==> src/rtl/ones_serializer.sv <==
// Count-to-thermometer serializer: turns an accepted bit count into a WIDTH-bit
// serial frame with that many ones first, and exposes the matching parallel mask.
module ones_serializer #(
  parameter int WIDTH       = 8,
  parameter int COUNT_WIDTH = $clog2(WIDTH + 1)
) (
  input  logic                   clock,
  input  logic                   reset,
  input  logic                   count_valid,
  output logic                   count_ready,
  input  logic [COUNT_WIDTH-1:0] count,
  output logic                   bit_valid,
  input  logic                   bit_ready,
  output logic                   bit_data,
  output logic                   bit_last,
  output logic [WIDTH-1:0]       mask,
  output logic                   busy
);

  typedef enum logic {IDLE, STREAM} state_t;

  localparam logic [COUNT_WIDTH-1:0] MAX_CNT  = COUNT_WIDTH'(WIDTH);
  localparam logic [COUNT_WIDTH-1:0] LAST_IDX = COUNT_WIDTH'(WIDTH - 1);

  state_t                 state_q;
  logic [COUNT_WIDTH-1:0] idx_q;
  logic [COUNT_WIDTH-1:0] n_q;
  logic                   bit_valid_q;
  logic                   bit_data_q;
  logic                   bit_last_q;
  logic [WIDTH-1:0]       mask_q;
  logic                   busy_q;

  logic [COUNT_WIDTH-1:0] n_sat_d;
  logic [COUNT_WIDTH-1:0] idx_inc_d;

  function automatic logic [WIDTH-1:0] thermo(input logic [COUNT_WIDTH-1:0] n);
    logic [WIDTH-1:0] m;
    m = '0;
    for (int i = 0; i < WIDTH; i++) begin
      m[i] = (i < int'(n));
    end
    return m;
  endfunction

  // Counts above WIDTH are legal on the input and simply clamp to an all-ones frame.
  always_comb begin
    n_sat_d   = (count > MAX_CNT) ? MAX_CNT : count;
    idx_inc_d = idx_q + COUNT_WIDTH'(1);
  end

  assign count_ready = !reset && (state_q == IDLE);
  assign bit_valid   = bit_valid_q;
  assign bit_data    = bit_data_q;
  assign bit_last    = bit_last_q;
  assign mask        = mask_q;
  assign busy        = busy_q;

  always_ff @(posedge clock) begin
    if (reset) begin
      state_q     <= IDLE;
      idx_q       <= '0;
      n_q         <= '0;
      bit_valid_q <= 1'b0;
      bit_data_q  <= 1'b0;
      bit_last_q  <= 1'b0;
      mask_q      <= '0;
      busy_q      <= 1'b0;
    end else begin
      case (state_q)
        IDLE: begin
          if (count_valid) begin
            state_q     <= STREAM;
            n_q         <= n_sat_d;
            mask_q      <= thermo(n_sat_d);
            idx_q       <= '0;
            bit_valid_q <= 1'b1;
            busy_q      <= 1'b1;
            bit_data_q  <= (n_sat_d != '0);
            bit_last_q  <= 1'b0;
          end
        end
        STREAM: begin
          // Data/last for the following beat are precomputed so the outputs stay registered.
          if (bit_ready) begin
            if (bit_last_q) begin
              state_q     <= IDLE;
              idx_q       <= '0;
              bit_valid_q <= 1'b0;
              busy_q      <= 1'b0;
              bit_data_q  <= 1'b0;
              bit_last_q  <= 1'b0;
            end else begin
              idx_q      <= idx_inc_d;
              bit_data_q <= (idx_inc_d < n_q);
              bit_last_q <= (idx_inc_d == LAST_IDX);
            end
          end
        end
        default: state_q <= IDLE;
      endcase
    end
  end

endmodule

==> config.mk <==
export PLATFORM = sky130hd
export DESIGN_NAME = ones_serializer
export DESIGN_NICKNAME = d
export VERILOG_FILES = /design/src/rtl/ones_serializer.sv
export SDC_FILE = /design/constraint.sdc
export NUM_CORES = 1
export LEC_CHECK = 0
export CAP_MARGIN = 20
export CORE_ASPECT_RATIO = 0.75
export CORE_MARGIN = 2
export CORE_UTILIZATION = 50
export CTS_BUF_LIST = sky130_fd_sc_hd__clkbuf_16
export CTS_CLUSTER_DIAMETER = 80
export DETAILED_ROUTE_END_ITERATION = 12
export DONT_BUFFER_PORTS = 1
export HOLD_SLACK_MARGIN = 0.1
export PLACE_DENSITY_LB_ADDON = 0.25
export SLEW_MARGIN = 20
export SYNTH_ARGS = -nofsm -noshare
export SYNTH_HDL_FRONTEND = slang
export SYNTH_SLANG_ARGS = --single-unit
==> constraint.sdc <==
create_clock -name clock -period 4.75 [get_ports clock]
set_clock_uncertainty 0.05 [all_clocks]
set_input_delay 0.95 -clock clock [delete_from_list [all_inputs] [get_ports clock]]
set_output_delay 0.95 -clock clock [all_outputs]
set_load 0.01 [all_outputs]
-- Yosys cells after proc, flatten, opt, wreduce, memory -nomap -nowiden
Cells that the tools add are included.
W data, S select, Z words.
- reductions and logical operators: 6
- magnitude comparators: 10
- add/sub/neg operators: 1
- mux-type cells: 21
- bitwise logic cells: 1
- equal/unequal tests: 4
- operator list (operator ; count):
    $lt A3 B4 Y1 const A ; 4
    $mux W4 ; 4
    $mux W1 ; 12
    $lt A1 B4 Y1 const A ; 2
    $lt A2 B4 Y1 const A ; 2
    $pmux W1 S2 ; 4
    $pmux W4 S2 ; 1
    $add A4 B1 Y4 const B ; 1
    $eq A4 B3 Y1 const B ; 1
    $gt A4 B4 Y1 const B ; 1
    $lt A4 B4 Y1 ; 1
    $ne A2 B2 Y1 const B ; 2
    $reduce_and A2 Y1 ; 2
    $reduce_bool A4 Y1 ; 1
    $reduce_and A3 Y1 ; 1
    $ne A2 B1 Y1 const B ; 1
    $logic_and A1 B1 Y1 ; 1
    $logic_not A1 Y1 ; 1
    $not A1 Y1 ; 1
- word-level logic and storage cells: 50
- output and inout port bits: 13
- bits in registers: 20
- input port bits: 8

-- Depth between registers and ports, before layout
- word-level depth: 5
- mapped depth: 7
- gate-level depth less buffers: 7

-- Worst setup path before layout
Ideal clock, no wire load.
- kind: input port to output port
- start: input reset
- end: output count_ready
- data arrival time: 1.527 ns
- cell stages on the path: 3
- buffers on the path: 2
- data required time: 3.750 ns
- setup slack: 2.223 ns
- path through: clkbuf_1 -> buf_2 -> nor2_1
- cells in the longest elaborated chain, start to end: 2
- ends and longest elaborated chain (what ; line ; RTL):
    start, declared ; 8 ; input logic reset,
    $logic_not A1 Y1 ; 52 ; assign count_ready = !reset && (state_q == IDLE);
    $logic_and A1 B1 Y1 ; 52 ;
    end, declared ; 10 ; output logic count_ready,
Every way passes these cells.

-- Worst setup path in the final report
Ends and elaborated chain as after synthesis.

==> results.ini <==
[floorplanning]
ios=21
dieArea_um2=2235
coreArea_um2=1740
initial_core_util_pct=53.70
num_rows=13
chipWidth_um=53.93
die_h_um=41.44

[routing]
drt-met1-wl_um=899
vias=740
drt_pass1_iterations=4
ant_nets=0
via_per_inst=5.781
met3_length_um=110
finalWirelength_um=1816
met2_length_um=784
post_drt_wl_per_cell_um=14.19
drtIter0Drc=14
top_layer=met4
drcViolationCount=0

[logic_synthesis]
yosysWarnings=0
synth_adder_area_share_pct=6.693
synthTopCellsByArea=dfxtp_1 41%, ha_1 6.7%, nor2_1 6.0%, a21oi_1 5.4%, nand2_1 4.4%
synth-main-ff-cell=dfxtp_1
synth-edff-count=0
synth_top_family_by_area=simple AND/OR/NAND/NOR gates
yosysTopAreaCellShare_pct=40.70
synth_compound_area_share_pct=18.74
yosysUniqueCellTypes=30
synthSimpleGateAreaFrac_pct=24.10
synth_mux_area_share_pct=0
synth_cells=110
avgSynthCellArea_um2=8.497
ys_ff_latch=19
synth-seq-area-share_pct=40.70
synth-xor-area-share_pct=1.874
yosysTopAreaCell=dfxtp_1
syn_nets=123
synthArstFlopShare_pct=0
netlist_area_um2=934.6

[clocking]
h-tree-depth=1
hold_buffers=0
numCtsBuffers=3
cts_tree=built
cts_root_buffer=clkbuf_16
cts_max_path_buffers=2
clock_latency_ns=0.25
cts.sinks=19
cts_setup_buffers=0
cts_resized=0
clkTransAtPathRegs_ns=0.05

[timing]
slew_headroom_pct=65.47
setup_tns_ns=0
fmax_mhz=470.2
final-hold-violation-count=0
period_minus_slack_ns=2.127
rsz0062_at_grt=false
setup_viol=0
max_slew.worst_pin.slew_ns=0.5156
finalMaxSlewViolations=0
period_share_pct=44.77

[run]
cap_violations=0

[power_and_ir_drop]
power_uw=378.3
netSwitchingPower_uw=85.65
peakVddDrop_v=0.0002858
p_comb_share_pct=7.4
power_frac_seq_pct=47.6
power_density_nw_per_um2=382.3
sw_frac_of_total_pct=22.64
power_frac_clock_pct=45.0
leakagePower_uw=0.0003770
p_int_uw=292.7

[placement]
dp_hpwl_um=1306
port_buffers=0
place.gp.congestion=0.7540

[global_routing]
grt_usage_pct=18.36
antenna_found_initial=0
gr-total-overflow=0
grt_pass1_wl_um=3001
grt_pass1_vias=699
grt_max_degree=21

[layout]
drive_gt1_share_pct=7.547
syn_to_final_growth_pct=5.890
antenna_cells=0
final_common_cell=dfxtp_1
multi_input_area_um2=480.5
layout_common_cells=19 x dfxtp_1, 15 x nor2_1, 11 x nand2_1
seq_area_um2=380.4
fill_cells=158
fin_nets=120

[worst_hold_path]
hp-class=reg -> reg
hp-start=n_q[1]

[setup_path]
crit_family=simple AND/OR/NAND/NOR gates
reg2reg_from=idx_q[0]
cpMaxStageDelayCell=nor2_1
start_kind=input pin
cp_max_fo=20
required_ns=3.75
slowest_delay_ns=0.17
cp-end-kind=primary output
startpoint=reset
crit_chain=nor2_1
critPathKind=in -> out
arrival_ns=1.13
crit_buf_inv=0

[run_status]
status=completed

kinds of logic (layout without fill, tap and decap cells):
logic type,after synthesis,in the layout
fa+ha+maj,5,5
flops,19,19
compound gates,25,25
simple gates,45,45
xor+xnor,2,2
buf+inv,14,10
metrics by stage:
step                      setup WS [ns]  area [um^2]  instances  hold slack, ns  utilization, %
final                             2.623        989.7        128          0.4043           56.87
after global routing              2.619        989.7        128          0.4451           56.87
after CTS                         2.621        989.7        128          0.4013           56.87
after detailed placement          2.622        910.9        124          0.3940           52.34
after global placement            2.627        910.9        124          0.3875           52.34
after floorplan                   2.223        934.6        110          0.3819               -
layer usage:
metal,up-vias,track usage [%]
li1,370,-
met1,352,23.25
met2,14,26.83
met3,4,8.633
met4,0,6.667
met5,-,0
synthesized netlist by cell type, types with 2 or more instances:
cell      count
a211oi_1      4
buf_4         5
a21oi_1      10
nand2_1      11
nand3_1       6
nand3b_1      3
o21ai_0       3
nand2b_1      2
nor3_1        3
ha_1          5
dfxtp_1      19
inv_1         6
buf_2         2
nor2_1       15
path summary, 6_finish.rpt:
path	endpoint	slack, ns	cells after the start
hold reg to reg	n_q[1]	0.40	2
setup / recovery	count_ready	2.62	1
hold / removal	n_q[1]	0.40	2
setup reg to reg	bit_data	2.99	7
cell type report:
class	count	share of cell area, %
inverters	6	2.276
clock inverters	1	0.3793
flip-flops and latches	19	38.43
multi-input cells	77	48.55
clock buffers	3	7.585
well taps	22	2.781
state kept, by name, indices dropped and copies added, names as in the netlist:
register and count:
bit_data 1, bit_last 1, busy 1, idx_q 4, mask 7, n_q 4
state_q 1
power by group through the flow:
stage | clock network (uW) | logic [uW] | registers [uW]
2_1_floorplan | 0 | 31.0 | 180
3_3_place_gp | 0 | 27.2 | 183
3_5_place_dp | 0 | 28.0 | 184
4_1_cts | 175 | 28.2 | 180
5_1_grt | 181 | 32.4 | 181
6_report | 170 | 28.0 | 180
(Power assumes the default switching activity.)
